`config.mk`:
```
export PLATFORM = sky130hd
export DESIGN_NAME = pipelined_csel_add_sub
export DESIGN_NICKNAME = d
export VERILOG_FILES = /design/src/rtl/pipelined_csel_add_sub.sv
export SDC_FILE = /design/constraint.sdc
export NUM_CORES = 1
export LEC_CHECK = 0
export BUFFER_PORTS_ARGS = -buffer_cell sky130_fd_sc_hd__buf_2
export CORE_MARGIN = 8
export CORE_UTILIZATION = 41
export DETAILED_ROUTE_END_ITERATION = 12
export PLACE_DENSITY_LB_ADDON = 0.08
export SYNTH_ARGS = -nofsm -noshare
export SYNTH_HDL_FRONTEND = slang
export SYNTH_SLANG_ARGS = --single-unit
```
`constraint.sdc`:
```
create_clock -name clk -period 2.4 [get_ports clk]
set_clock_uncertainty 0.15 [all_clocks]
set_input_delay 0.48 -clock clk [delete_from_list [all_inputs] [get_ports clk]]
set_output_delay 0.48 -clock clk [all_outputs]
set_load 0.02 [all_outputs]
```
`src/rtl/pipelined_csel_add_sub.sv`:
```
// Two-stage carry-select add/sub with valid/ready flow control.
// Define ADDSUB_SATURATE_EN to clamp the result on signed overflow.
module pipelined_csel_add_sub #(
  parameter int WIDTH = 16,
  parameter int BLOCK = 4
) (
  input  logic             clk,
  input  logic             rst_n,
  input  logic [WIDTH-1:0] in_a,
  input  logic [WIDTH-1:0] in_b,
  input  logic             in_sub,
  input  logic             in_valid,
  output logic             in_ready,
  output logic [WIDTH-1:0] out_sum,
  output logic             out_cout,
  output logic             out_ovf,
  output logic             out_valid,
  input  logic             out_ready
);

  localparam int NBLK = (WIDTH + BLOCK - 1) / BLOCK;

  logic             s1_valid_q;
  logic             s2_valid_q;
  logic             s1_adv;
  logic             s2_adv;

  logic [WIDTH-1:0] bx;
  logic [WIDTH-1:0] sum0_d;
  logic [WIDTH-1:0] sum1_d;
  logic [NBLK-1:0]  c0_d;
  logic [NBLK-1:0]  c1_d;
  logic [WIDTH-1:0] sum0_q;
  logic [WIDTH-1:0] sum1_q;
  logic [NBLK-1:0]  c0_q;
  logic [NBLK-1:0]  c1_q;
  logic             am_q;
  logic             bm_q;

  logic [WIDTH-1:0] raw_sum;
  logic [WIDTH-1:0] sum_d;
  logic             cout_d;
  logic             ovf_d;
  logic [WIDTH-1:0] sum_q;
  logic             cout_q;
  logic             ovf_q;

  assign s2_adv   = ~s2_valid_q | out_ready;
  assign s1_adv   = ~s1_valid_q | s2_adv;
  assign in_ready = s1_adv;

  assign bx = in_sub ? ~in_b : in_b;

  for (genvar k = 0; k < NBLK; k++) begin : g_blk
    localparam int LO = k * BLOCK;
    localparam int HI = (LO + BLOCK > WIDTH) ? WIDTH - 1 : LO + BLOCK - 1;
    localparam int BW = HI - LO + 1;

    logic cin_s;
    logic cout_s;

    // Block 0 already knows its carry-in; both slots hold the same result.
    if (k == 0) begin : g_first
      assign {c0_d[k], sum0_d[HI:LO]} =
        {1'b0, in_a[HI:LO]} + {1'b0, bx[HI:LO]} + (BW+1)'(in_sub);
      assign sum1_d[HI:LO] = sum0_d[HI:LO];
      assign c1_d[k]       = c0_d[k];
      assign cin_s         = 1'b0;
    end else begin : g_rest
      assign {c0_d[k], sum0_d[HI:LO]} =
        {1'b0, in_a[HI:LO]} + {1'b0, bx[HI:LO]};
      assign {c1_d[k], sum1_d[HI:LO]} =
        {1'b0, in_a[HI:LO]} + {1'b0, bx[HI:LO]} + (BW+1)'(1);
      assign cin_s = g_blk[k-1].cout_s;
    end

    assign cout_s        = cin_s ? c1_q[k] : c0_q[k];
    assign raw_sum[HI:LO] = cin_s ? sum1_q[HI:LO] : sum0_q[HI:LO];
  end

  assign cout_d = g_blk[NBLK-1].cout_s;
  assign ovf_d  = (am_q == bm_q) && (raw_sum[WIDTH-1] != am_q);

`ifdef ADDSUB_SATURATE_EN
  // Operand sign tells the overflow direction.
  assign sum_d = ovf_d ? {am_q, {(WIDTH-1){~am_q}}} : raw_sum;
`else
  assign sum_d = raw_sum;
`endif

  always_ff @(posedge clk or negedge rst_n) begin
    if (!rst_n) begin
      s1_valid_q <= 1'b0;
      sum0_q     <= '0;
      sum1_q     <= '0;
      c0_q       <= '0;
      c1_q       <= '0;
      am_q       <= 1'b0;
      bm_q       <= 1'b0;
    end else if (s1_adv) begin
      s1_valid_q <= in_valid;
      if (in_valid) begin
        sum0_q <= sum0_d;
        sum1_q <= sum1_d;
        c0_q   <= c0_d;
        c1_q   <= c1_d;
        am_q   <= in_a[WIDTH-1];
        bm_q   <= bx[WIDTH-1];
      end
    end
  end

  always_ff @(posedge clk or negedge rst_n) begin
    if (!rst_n) begin
      s2_valid_q <= 1'b0;
      sum_q      <= '0;
      cout_q     <= 1'b0;
      ovf_q      <= 1'b0;
    end else if (s2_adv) begin
      s2_valid_q <= s1_valid_q;
      if (s1_valid_q) begin
        sum_q  <= sum_d;
        cout_q <= cout_d;
        ovf_q  <= ovf_d;
      end
    end
  end

  assign out_sum   = sum_q;
  assign out_cout  = cout_q;
  assign out_ovf   = ovf_q;
  assign out_valid = s2_valid_q;

endmodule

```
==> impl_results.md, run 1 <==
* Outcome: finished clean
* Clock buffer depth at 2
* Count of different cell masters after synthesis at 38
* Ys Warns at 0
* First-pass GRT wire length at 11400 um
* DRT Pass-1 Iters at 4
* Critical path class: input port to register
* Clock transition at path regs at around 0.070 ns
* DIE HEIGHT at 104 um
* Post-synth ARST share at 1.00
* I/O Pins at 57
* Cell Pwr Density at 884 mW/mm2
* Fin crit period at 2.32 ns
* Vias in the first global route at 2420
* Max Slew Vio Count at 0
* Core area at 0.00761 mm2
* DP Wirelength at approximately 5000 um
* # clock sinks at 57
* CTS root buf: clkbuf_8
* Crit path DAT at 2.40 ns
* Antenna violations before repair at 0
* Final hold vios at 0
* Post-Syn Area at 0.00316 mm2
* Top-count cell post-synth: nand2_1
* H-Tree Depth at 3
* CTS buffer count at 9
* Post-route ant nets at 0
* Seq cells post-synth at 57
* Grt ovf at 0
* Clk_lat worst skew at 0.32 ns
* DIE AREA at 0.0108 mm2
* Largest net degree at the start of global routing at 52
* Port buffer count at 56
* Worst hold path type: input port to register
* Die W at 104 um
* DRC errors left at 0
* Final net count at 440
* Mapped Nets at 356
* Layout Utilization at 0.528
* Flop2flop setup slack at 0.52 ns
* Worst Tran Pin Value at 0.548 ns
* Avg Synthesized Cell Area at about 11 um2
* CP Max Fanout at 6
* Crit-path slowest cell: fa_1
* Routed Wire Length at roughly 6400 um
* Syn Inst Count at around 300
* MaxCap Viol Count at 0
* Tcrit/Tclk final at 0.966
* Dominant cell type by area after synthesis: dfrtp_1
* Vias per inst at 4.76
* Setup Buffers After CTS at 0
* Max Fclk at 431 MHz
* Synth cell count leaders: nand2_1 (59), dfrtp_1 (57), ha_1 (19)
* Starting Density at 0.415
* Most used DFF post-synth: dfrtp_1
* CP cell instances: clkbuf_4, buf_4, xor2_1, ha_1, fa_1, ha_2, nand2_1, o31a_1, o31ai_1
* Yosys top cell area share at 0.452
* # rows at 32
* 1st-iter DRT viols at 52
* Crit path largest cell delay at 0.52 ns
* Slew headroom at 0.635
* Share of post-route cells with drive strength above 1 at 0.325
* CTS tree: built
* Total GRT Usage at 0.128
* Synth area leaders: dfrtp_1 (45%), ha_1 (7.5%), nand2_1 (7.0%)
* Top delay family on crit path: adder cells
* Sequential area share after synthesis at 0.452
* Leakage at 1.98 nW
* Vias at between 2k and 2.5k
* Critical Path RT at ~2.5 ns
* Antenna cells at 0
* # setup viols final at 0
* Area growth, synth to finish at 27.3%
* Startpoint types: input port
* Number of synthesized flops with an enable pin at 0
* Placer Congestion at between 0.7 and 0.8
* Maximum VDD drop at around 260 uV
* Post-Place Cells at 470
* Post-route insts no fill at 487
* Worst path bufs/invs at 2
* Drt wl/cell at 13.2 um
* CP endpoint kind: register
[layout by cell type, fill, tap and decap left out, types with 8 or more instances in the layout]
master	instances
a21oi_1	8
buf_2	55
buf_4	26
clkbuf_8	10
dfrtp_1	57
ha_1	16
mux2_2	11
mux2i_1	14
nand2_1	59
o21ai_0	12
o21ai_1	18
xor2_1	15
[cell type report]
type / instances / area, um2
fill: 737 / 3590
multi-input combinational: 219 / 1710
sequential: 57 / 1430
timing repair buffer: 85 / 528
clock buffer: 11 / 141
tap: 102 / 128
clock inverter: 5 / 55.1
inverter: 8 / 30.0
[report_power, final]
group | internal, mW | switching, mW | total, mW
Combinational | 0.610 | 0.663 | 1.27
Sequential | 1.25 | 0.159 | 1.41
Clock | 0.504 | 0.364 | 0.868
[repair_timing]
action                                  CTS  global route
hold buffers                              1             0
gates resized for setup                   0             5
endpoints found under the setup margin    0             2
hold endpoints to repair                 17             0
[path summary, 6_finish.rpt]
path,start,end,depth (start not counted)
max reg2reg,c0_q[0]$_DFFE_PN0P_,out_ovf$_DFFE_PN0P_,5
min in group asynchronous,rst_n,out_sum[2]$_DFFE_PN0P_,2
min reg2reg,sum0_q[1]$_DFFE_PN0P_,sum0_q[1]$_DFFE_PN0P_,2
max,in_sub,c1_q[2]$_DFFE_PN0P_,9
min,in_valid,s1_valid_q$_DFFE_PN0N_,2
max in group asynchronous,rst_n,out_ovf$_DFFE_PN0P_,3
[metrics by stage]
step | area, um2 | setup slack [ns] | setup TNS (ns) | total power [mW] | hold WS, ns
2_1_floorplan | 3220 | -0.171 | -0.366 | 2.27 | 0.0344
3_3_place_gp | 3780 | -0.171 | -0.749 | 2.69 | 0.305
3_5_place_dp | 3780 | -0.273 | -1.18 | 2.72 | 0.312
4_1_cts | 3990 | 0.113 | 0 | 3.61 | 0.194
5_1_grt | 4020 | -0.0113 | -0.0113 | 3.82 | 0.218
6_report | 4020 | 0.0814 | 0 | 3.55 | 0.215
[state kept, by name, summed over array words and instances, names as in the netlist]
name        cells
out_ovf         1
out_valid       1
s1_valid_q      1
out_sum        16
c1_q            3
out_cout        1
sum0_q         16
am_q            1
sum1_q         12
bm_q            1
c0_q            4
[worst register-to-register path: stages (launching register included)]
cell and delay, ns:
dfrtp_1 0.41, mux2i_4 0.30, buf_4 0.21, mux2_4 0.33, nor4_1 0.26, a221o_1 0.16
[cell families after synthesis]
kind of cell | after synthesis | synth area share
DFF | 57 | 0.452
xor gates and xnor gates | 26 | 0.0852
adders and majority gates | 23 | 0.101
AOI/OAI and AO/OA | 54 | 0.100
buffers and inverters | 20 | 0.0277
muxes | 32 | 0.117
and+or+nand+nor | 84 | 0.117
[metal layers]
| metal | vias to the layer above | global-route usage | wire, um |
|---|---|---|---|
| li1 | 1193 | - | - |
| met1 | 1069 | 0.165 | 3180 |
| met2 | 45 | 0.196 | 2870 |
| met3 | 9 | 0.0279 | 271 |
| met4 | 0 | 0.0683 | 116 |
| met5 | - | 0 | 0 |
(Power assumes the default switching activity.)
==> run 2: changes to the inputs <==
--- a/config.mk
+++ b/config.mk
@@ -5,6 +5,7 @@
 export SDC_FILE = /design/constraint.sdc
 export NUM_CORES = 1
 export LEC_CHECK = 0
+export ABC_AREA = 1
 export BUFFER_PORTS_ARGS = -buffer_cell sky130_fd_sc_hd__buf_2
 export CORE_MARGIN = 8
 export CORE_UTILIZATION = 41
==> run 2 against run 1 <==
Clock power decreased by 2%. Non-clock buffer count decreased by 17. Register-to-register slack improved by 0.20 ns. Critical path depth rose by 2. Sequential cell count is the same. Synthesized area grew 1.5%. Maximum frequency is 8.3% higher. Cell area shrank 4.6%. Power shrank 1.1%. Clock-buffer cell count up 3. Worst setup slack better by 0.18 ns. Global-route usage is 1.2 points higher. Largest cell class unchanged. Highest routed layer unchanged.
==> impl_results.md, run 2 <==
* Worst Tran Pin Value at 0.548 ns (about the same)
* DRC errors left at 0 (unchanged)
* Clk_lat worst skew at 0.34 ns (was 0.32 ns)
* Syn Inst Count at 391 (was 296)
* Max Slew Vio Count at 0 (unchanged)
* 1st-iter DRT viols at 110 (was 52)
* Die W at 104 um (about the same)
* Slew headroom at 0.634 (was 0.635)
* CP endpoint kind: register (unchanged)
* Post-route insts no fill at 564 (was 487)
* Final net count at 517 (was 440)
* Count of different cell masters after synthesis at 27 (was 38)
* Clock buffer depth at 2 (unchanged)
* Layout Utilization at 0.501 (was 0.528)
* Drt wl/cell at 12.7 um (was 13.2 um)
* MaxCap Viol Count at 0 (unchanged)
* Seq pwr share at 0.405 (was 0.397)
* Commonest cells after routing, fill and taps aside: nand2_1 (126), dfrtp_1 (57), buf_2 (56) (was nand2_1 (59), dfrtp_1 (57), buf_2 (55))
* DRT Pass-1 Iters at 4 (unchanged)
* Critical path class: input port to register (unchanged)
* DIE AREA at 0.0109 mm2 (was 0.0108 mm2)
* CTS tree: built (unchanged)
* Port buffer count at 56 (unchanged)
* Fin area at 0.00383 mm2 (was 0.00402 mm2)
* Most used DFF post-synth: dfrtp_1 (unchanged)
* Fin crit period at 2.14 ns (was 2.32 ns)
* Startpoint types: input port (unchanged)
* Total GRT Usage at 0.140 (was 0.128)
* Hold Slack at 0.235 ns (was 0.215 ns)
* Combinational power share at 0.353 (was 0.358)
* Ys Warns at 0 (unchanged)
* Top-count cell post-synth: nand2_1 (unchanged)
* Post-synth ARST share at 1.00 (unchanged)
* H-Tree Depth at 3 (unchanged)
* Placed inst area at 0.00363 mm2 (was 0.00378 mm2)
* Number of synthesized flops with an enable pin at 0 (unchanged)
* RSZ-0062 raised after global routing: false
* I/O Pins at 57 (unchanged)
* Power Total at 3.51 mW (was 3.55 mW)
* Outcome: finished clean (unchanged)
* CP Max Fanout at 6 (unchanged)
* DP Wirelength at 5520 um (was 5040 um)
* Switching Power at 1.32 mW (was 1.19 mW)
* Post-Syn Area at 0.00320 mm2 (was 0.00316 mm2)
* Clk pwr share at 0.242 (was 0.244)
* Largest net degree at the start of global routing at 38 (was 52)
* DIE HEIGHT at 104 um (about the same)
* Cell Pwr Density at 916 mW/mm2 (was 884 mW/mm2)
* Grt ovf at 0 (unchanged)
* Sequential area share after synthesis at 0.445 (was 0.452)
* Tcrit/Tclk final at 0.892 (was 0.966)
* Dominant cell type by area after synthesis: dfrtp_1 (unchanged)
* Leakage at 2.04 nW (was 1.98 nW)
* Crit path DAT at 2.21 ns (was 2.40 ns)
* # setup viols final at 0 (unchanged)
* Routed Wire Length at 7190 um (was 6440 um)
* Max Fclk at 467 MHz (was 431 MHz)
* Post-Place Cells at 547 (was 470)
* Share of post-route cells with drive strength above 1 at 0.214 (was 0.325)
* Synth area leaders: dfrtp_1 (45%), nand2_1 (15%), ha_1 (7.4%) (was dfrtp_1 (45%), ha_1 (7.5%), nand2_1 (7.0%))
* CTS root buf: clkbuf_8 (unchanged)
* CTS buffer count at 9 (unchanged)
* Antenna cells at 0 (unchanged)
* Placer Congestion at 0.795 (was 0.797)
* Vias at 2568 (was 2316)
* Maximum VDD drop at 253 uV (was 259 uV)
* Final hold vios at 0 (unchanged)
* Vias in the first global route at 2518 (was 2420)
* # clock sinks at 57 (unchanged)
* Area growth, synth to finish at 19.7% (was 27.3%)
* Synth cell count leaders: nand2_1 (126), dfrtp_1 (57), inv_1 (33) (was nand2_1 (59), dfrtp_1 (57), ha_1 (19))
* Worst hold path type: input port to register (unchanged)
* Core area at 0.00765 mm2 (was 0.00761 mm2)
* Yosys top cell area share at 0.445 (was 0.452)
* Clock transition at path regs at 0.06 ns (was 0.07 ns)
* Avg Synthesized Cell Area at 8.19 um2 (was 10.7 um2)
* Net Sw Frac at 0.375 (was 0.334)
* # rows at 32 (unchanged)
* Int Pwr at 2.20 mW (was 2.36 mW)
* Mapped Nets at 451 (was 356)
* Antenna violations before repair at 0 (unchanged)
* Post-route ant nets at 0 (unchanged)
* Seq cells post-synth at 57 (unchanged)
* Commonest non-fill, non-tap cell in the layout: nand2_1 (unchanged)
* Starting Density at 0.419 (was 0.415)
* Vias per inst at 4.55 (was 4.76)
* First-pass GRT wire length at 12400 um (was 11400 um)
* Critical Path RT at 2.47 ns (was 2.48 ns)
[run 2: cell count changes after synthesis, moves of 7 or more]
cell / delta
clkbuf_1: -7
inv_1: +25
nand3_1: +20
nand2_1: +67
mux2i_1: -14
nor2_1: +24
o21ai_0: +15
o21ai_1: -12
mux2_2: -11
[run 2: metrics by stage]
stage                     setup TNS (ns)  worst slack [ns]
after global placement            -0.120           -0.0564
final                                  0             0.260
after global routing                   0            0.0983
after detailed placement          -0.349           -0.0895
after CTS                              0             0.261
after floorplan                  -0.0467           -0.0273
[run 2: kinds of logic (layout without fill, tap and decap cells)]
family / after synthesis / in the layout / synth area share
AO/OA/AOI/OAI: 55 / 55 / 0.0953
XOR/XNOR: 17 / 17 / 0.0465
adder cells (fa/ha/maj): 23 / 23 / 0.0992
buffers and inverters: 50 / 121 / 0.0699
flip-flops: 57 / 57 / 0.445
AND/OR/NAND/NOR: 189 / 189 / 0.244
[run 2: worst paths after layout]
| check | startpoint | to | slack, ns | cells after the start |
|---|---|---|---|---|
| setup / recovery | in_sub | c1_q[1]$_DFFE_PN0P_ | 0.26 | 11 |
| min in group asynchronous | rst_n | sum0_q[6]$_DFFE_PN0P_ | 0.51 | 2 |
| setup reg to reg | out_valid$_DFFE_PN0P_ | sum1_q[11]$_DFFE_PN0P_ | 0.72 | 6 |
| hold reg to reg | out_sum[2]$_DFFE_PN0P_ | out_sum[2]$_DFFE_PN0P_ | 0.32 | 2 |
| hold / removal | in_a[15] | am_q$_DFFE_PN0P_ | 0.24 | 3 |
| max in group asynchronous | rst_n | sum0_q[11]$_DFFE_PN0P_ | 1.03 | 3 |
[run 2: power by group through the flow]
stage | Combinational (mW) | Clock, mW | Sequential, mW
6_report | 1.24 | 0.849 | 1.42
5_1_grt | 1.42 | 0.906 | 1.46
3_3_place_gp | 1.24 | 0 | 1.43
4_1_cts | 1.26 | 0.875 | 1.42
3_5_place_dp | 1.25 | 0 | 1.44
2_1_floorplan | 0.700 | 0 | 1.58
[run 2: worst max-delay path, stage by stage]
cell	delay, ns
buf_2	0.15
buf_4	0.14
xor2_1	0.15
ha_1	0.21
fa_1	0.51
ha_1	0.17
nor2_1	0.05
nor2_1	0.17
nand2_1	0.07
nand2_1	0.06
nand2_1	0.05
[run 2: final cells by class]
| cell class | count | area, um2 |
|---|---|---|
| Clock inverter | 2 | 10.0 |
| Inverter | 37 | 139 |
| Timing Repair Buffer | 68 | 385 |
| Fill cell | 754 | 3810 |
| Clock buffer | 14 | 183 |
| Multi-Input combinational cell | 284 | 1560 |
| Sequential cell | 57 | 1430 |
| Tap cell | 102 | 128 |
[run 2: repair_timing]
action                                 in CTS  in global routing
endpoints found under the hold margin      20                  0
gates resized for setup                     0                  0
buffers inserted                            0                  0
hold buffers                                1                  0
[run 2: metal layers]
metal  wire length (um)  global-route usage  part of all wire  vias to the layer above
met5                  0                   0                 0                        -
met4                164              0.0807             0.023                        0
met3                384              0.0291             0.053                       13
met2               2710               0.179              0.38                       74
met1               3930               0.208              0.55                     1095
li1                   -                   -                 -                     1386
